### config.mk
export PLATFORM = sky130hd
export DESIGN_NAME = univ_shift_reg
export DESIGN_NICKNAME = d
export VERILOG_FILES = /design/src/rtl/usr_pkg.sv /design/src/rtl/usr_step_logic.sv /design/src/rtl/univ_shift_reg.sv
export SDC_FILE = /design/constraint.sdc
export NUM_CORES = 1
export LEC_CHECK = 0
export ABC_AREA = 1
export BUFFER_PORTS_ARGS = -buffer_cell sky130_fd_sc_hd__buf_2
export CELL_PAD_IN_SITES_DETAIL_PLACEMENT = 2
export CELL_PAD_IN_SITES_GLOBAL_PLACEMENT = 2
export CORE_UTILIZATION = 27
export CTS_CLUSTER_SIZE = 8
export DETAILED_ROUTE_END_ITERATION = 8
export PLACE_DENSITY_LB_ADDON = 0.15
export REMOVE_ABC_BUFFERS = 1
export SYNTH_ARGS = -nofsm -noshare
export SYNTH_HDL_FRONTEND = slang
export SYNTH_SLANG_ARGS = --single-unit
### constraint.sdc
create_clock -name clk -period 2.8 [get_ports clk]
set_clock_uncertainty 0.2 [all_clocks]
set_input_delay 0.28 -clock clk [delete_from_list [all_inputs] [get_ports clk]]
set_output_delay 0.28 -clock clk [all_outputs]
set_load 0.02 [all_outputs]
### src/rtl/usr_pkg.sv
// Shared definitions for the universal shift register: mode encodings,
// FSM state encoding and the shift-mode qualifier used by the sequencer.
package usr_pkg;

    localparam logic [2:0] MODE_HOLD = 3'b000;
    localparam logic [2:0] MODE_LOAD = 3'b001;
    localparam logic [2:0] MODE_SHL  = 3'b010;
    localparam logic [2:0] MODE_SHR  = 3'b011;
    localparam logic [2:0] MODE_ROTL = 3'b100;
    localparam logic [2:0] MODE_ROTR = 3'b101;
    localparam logic [2:0] MODE_ASHR = 3'b110;
    localparam logic [2:0] MODE_CLR  = 3'b111;

    typedef enum logic [1:0] {
        ST_IDLE = 2'b00,
        ST_RUN  = 2'b01,
        ST_DONE = 2'b10
    } usr_state_e;

    // Only shl/shr/rotl/rotr/ashr may be repeated by the auto-shift sequencer.
    function automatic logic is_shift_mode(input logic [2:0] mode);
        return (mode >= MODE_SHL) && (mode <= MODE_ASHR);
    endfunction

endpackage

### src/rtl/usr_step_logic.sv
// Combinational single-step next-value function for the register contents.
// Used both for en-driven single steps and for each auto-shift step.
module usr_step_logic
    import usr_pkg::*;
#(
    parameter int WIDTH = 8
) (
    input  logic [WIDTH-1:0] q_i,
    input  logic [2:0]       mode_i,
    input  logic [WIDTH-1:0] d_i,
    input  logic             sin_lsb_i,
    input  logic             sin_msb_i,
    output logic [WIDTH-1:0] q_next_o
);

    // Select the next register value for the requested operation.
    always_comb begin
        // NOTE: assigning a default first keeps every path driven, so no latch is inferred.
        q_next_o = q_i;
        case (mode_i)
            MODE_HOLD: q_next_o = q_i;
            MODE_LOAD: q_next_o = d_i;
            MODE_SHL:  q_next_o = {q_i[WIDTH-2:0], sin_lsb_i};
            MODE_SHR:  q_next_o = {sin_msb_i, q_i[WIDTH-1:1]};
            MODE_ROTL: q_next_o = {q_i[WIDTH-2:0], q_i[WIDTH-1]};
            MODE_ROTR: q_next_o = {q_i[0], q_i[WIDTH-1:1]};
            MODE_ASHR: q_next_o = {q_i[WIDTH-1], q_i[WIDTH-1:1]};
            MODE_CLR:  q_next_o = '0;
            default:   q_next_o = q_i;
        endcase
    end

endmodule

### src/rtl/univ_shift_reg.sv
// Universal WIDTH-bit register with single-step operations and an
// auto-shift sequencer (IDLE -> RUN -> DONE) that repeats one shift
// mode for a programmable number of cycles with busy/done handshake.
module univ_shift_reg
    import usr_pkg::*;
#(
    parameter int WIDTH = 8,
    parameter int CNT_W = $clog2(WIDTH) + 1
) (
    input  logic             clk,
    input  logic             rst,
    input  logic             en,
    input  logic [2:0]       mode,
    input  logic [WIDTH-1:0] d,
    input  logic             sin_lsb,
    input  logic             sin_msb,
    input  logic             start,
    input  logic [CNT_W-1:0] amount,
    output logic [WIDTH-1:0] q,
    output logic [WIDTH-1:0] qb,
    output logic             sout_msb,
    output logic             sout_lsb,
    output logic             busy,
    output logic             done
);

    usr_state_e       state_q, state_d;
    logic [CNT_W-1:0] cnt_q, cnt_d;
    logic [2:0]       mode_q, mode_d;
    logic [WIDTH-1:0] q_q, q_d;

    logic [2:0]       step_mode;
    logic [WIDTH-1:0] step_q;

    // During RUN the latched mode drives the step logic; otherwise the live mode does.
    assign step_mode = (state_q == ST_RUN) ? mode_q : mode;

    usr_step_logic #(
        .WIDTH(WIDTH)
    ) u_step (
        .q_i       (q_q),
        .mode_i    (step_mode),
        .d_i       (d),
        .sin_lsb_i (sin_lsb),
        .sin_msb_i (sin_msb),
        .q_next_o  (step_q)
    );

    // Next-state, counter, latched-mode and register-value decode.
    always_comb begin
        state_d = state_q;
        cnt_d   = cnt_q;
        mode_d  = mode_q;
        q_d     = q_q;
        case (state_q)
            ST_IDLE: begin
                if (start && is_shift_mode(mode)) begin
                    // A valid start takes precedence over en; q is untouched this edge.
                    if (amount != '0) begin
                        mode_d  = mode;
                        cnt_d   = amount;
                        state_d = ST_RUN;
                    end else begin
                        state_d = ST_DONE;
                    end
                end else if (en) begin
                    q_d = step_q;
                end
            end
            ST_RUN: begin
                q_d   = step_q;
                cnt_d = cnt_q - CNT_W'(1);
                if (cnt_q == CNT_W'(1)) begin
                    state_d = ST_DONE;
                end
            end
            ST_DONE: begin
                state_d = ST_IDLE;
            end
            default: begin
                state_d = ST_IDLE;
            end
        endcase
    end

    // State, counter, latched mode and register contents with synchronous reset.
    always_ff @(posedge clk) begin
        // NOTE: non-blocking assignments make all registers update together from pre-edge values.
        if (rst) begin
            state_q <= ST_IDLE;
            cnt_q   <= '0;
            mode_q  <= MODE_HOLD;
            q_q     <= '0;
        end else begin
            state_q <= state_d;
            cnt_q   <= cnt_d;
            mode_q  <= mode_d;
            q_q     <= q_d;
        end
    end

    assign q        = q_q;
    assign qb       = ~q_q;
    assign sout_msb = q_q[WIDTH-1];
    assign sout_lsb = q_q[0];
    assign busy     = (state_q != ST_IDLE);
    assign done     = (state_q == ST_DONE);

endmodule
==> reports/metrics.yaml <==
layout:
  nets: 255
  most-common-layout-cells: "51 x nand2_1, 40 x buf_2, 29 x nor2_1"
  final_common_cell: "nand2_1"
  drive_above_1_share_pct: 29.4
  diodes: 0
  final_cell_area_sq_um: 1500
  syn_to_final_growth_pct: 22.3
  finalNonFillerCells: 283
sta:
  fmax_ghz: 0.486
  whs_ns: 0.0975
  hold_violations: 0
  min_period_over_period_pct: 73.5
  max_slew_margin_pct: 47.6
  timing.final.max_slew_violations: 0
  rsz0062_at_grt: "false"
  setup_violations: 0
  finalSetupTns_ns: 0
  tightest_slew_ns: 0.780
  period_minus_slack_ns: 2.06
floorplanning:
  die_x_microns: 69.4
  coreArea_sq_um: 4350
  io_pins: 41
  dieArea_sq_um: 4820
  initial_utilization_pct: 28.2
  rows: 24
  die_y_microns: 69.4
route:
  drcViolationCount: 0
  drt_iter0_drc: 14
  vias_per_cell: 4.89
  drt_first_pass_iters: 6
  met3WireLength_microns: 92
  dr.max_layer_used: "met4"
  wl_met1_microns: 2020
  postRouteAntennaNets: 0
  wl_microns: 4060
  wl_per_cell_microns: 14.4
  vias: 1383
  met2_length_microns: 1930
logic_synthesis:
  synth-simple-area-share_pct: 43.3
  synth_compound_area_share_pct: 14.6
  synth.ff_latch_count: 17
  syn_inst: 192
  ys_warn_count: 0
  ys_types: 26
  ys.flop_type: "dfxtp_1"
  synth_top_family_by_area: "simple AND/OR/NAND/NOR gates"
  avgSynthCellArea_sq_um: 6.39
  synth_edf_count: 0
  syn_area_sq_um: 1230
  synth_xor_area_share_pct: 1.43
  async_flop_share_pct: 0
  synthAdderAreaFrac_pct: 2.04
  synth_mux_area_share_pct: 0
  yosysSeqAreaShare_pct: 27.7
clock_tree:
  cts_hold_repair.buffers: 0
  ctsResizeCount: 0
  clockBufferDepth: 2
  path_clk_slew_ns: 0.08
  clkLatencyLatePin_ns: 0.25
  cts_max_level: 1
  clock-sinks: 17
  cts_buffers: 3
  post_cts_buffers: 0
  cts_tree: "built"
  cts_root_buf: "clkbuf_8"
global_routing:
  track_usage_pct: 17.9
  grt_pass1_wl_microns: 7050
  grt_overflow: 0
  grt_pass1_vias: 1454
  grt_max_degree: 15
  grt_antenna_before_repair: 0
placed_design:
  place_area_sq_um: 1460
  gp_congestion: 0.779
  dp.cells: 279
  hpwl_microns: 3290
  portBuffers: 40
worst_hold_path:
  hold_path.class: "input port to register"
critical_path:
  startpoint_type: "register"
  crit_required_ns: 2.79
  cpMaxStageDelayCell: "dfxtp_1"
  crit_buf_inv: 1
  crit_type: "register to register"
  crit_top_cell: "nand2_1"
  path_delay_family: "simple AND/OR/NAND/NOR gates"
  crit_chain: "inv_1 > nor2_4 > nand2_1 > nand2_2 > nand3_1 > nand3_2 > nand2_1 > nand2_1 > nand2_1 > a21oi_2"
  endpoint_kind: "register"
  slowest_delay_ns: 0.58
  worstPathArrival_ns: 2.05
  cp_max_fo: 8
power_and_ir_drop:
  max-vdd-ir-drop_mv: 0.139
  total_power_uw: 829
  power_leakage_nw: 0.717
  pwr_density_cell_nw_per_um2: 552
run_status:
  status: "finished clean"
flow_run:
  maxCapViolCount: 0
==> worst min-delay path: stages <==
cell and delay [ns]:
buf_2 0.11, inv_1 0.07, a21oi_1 0.06
==> worst paths after layout <==
path                           start                      to  slack [ns]  cells after the start
min reg2reg    cnt_q[3]$_SDFFE_PP0P_   cnt_q[3]$_SDFFE_PP0P_        0.34                      2
min                          mode[0]  mode_q[0]$_SDFFE_PP0P_         0.1                      3
max          state_q[0]$_SDFFE_PP0P_       q[2]$_SDFFE_PP0P_        0.74                     10
max reg2reg  state_q[0]$_SDFFE_PP0P_       q[2]$_SDFFE_PP0P_        0.74                     10
==> metal layers <==
metal / global-route usage, % / vias up
met5: 0 / -
met4: 3.40 / 0
met3: 1.74 / 2
met2: 30.1 / 20
met1: 24.9 / 668
li1: - / 693
==> final cells by class <==
class / count / area [sq um]
fill: 554 / 2850
multi-input combinational: 145 / 753
sequential: 17 / 340
timing repair buffer: 40 / 200
inverter: 25 / 96.3
tap: 52 / 65.1
clock buffer: 3 / 41.3
clock inverter: 1 / 5.00
==> logic make-up after synthesis <==
| logic type | count (synthesis) |
|---|---|
| AND/OR/NAND/NOR | 112 |
| buffers and inverters | 30 |
| AO/OA/AOI/OAI | 29 |
| flip-flops | 17 |
| XOR/XNOR | 2 |
| adder cells (fa/ha/maj) | 2 |
==> state kept, by name (all words and copies together), names as in the netlist <==
register	flops
q	8
cnt_q	4
mode_q	3
state_q	2
==> cell usage after synthesis, types with 3 or more instances <==
| library cell | instances | share of area [%] |
|---|---|---|
| inv_1 | 22 | 6.7 |
| nand2_2 | 5 | 2.5 |
| a21oi_2 | 6 | 4.3 |
| nand3_2 | 4 | 3.3 |
| nand3_1 | 12 | 4.9 |
| o21ai_0 | 6 | 2.4 |
| a21oi_1 | 12 | 4.9 |
| nand2_1 | 51 | 16 |
| buf_4 | 3 | 1.8 |
| nand4_1 | 3 | 1.5 |
| dfxtp_1 | 17 | 28 |
| nor2_1 | 29 | 8.9 |
==> metrics by stage <==
stage | worst slack [ns] | util (%)
after detailed placement | 0.747 | 33.4
final | 0.743 | 34.5
after global placement | 0.917 | 33.4
after CTS | 0.734 | 34.5
after floorplan | 1.09 | -
after global routing | 0.574 | 34.5
==> power by group <==
part	switching, mW	total (mW)	internal (mW)
logic	0.219	0.331	0.112
clock network	0.0928	0.192	0.0988
registers	0.0369	0.307	0.270
(Power assumes the default switching activity.)
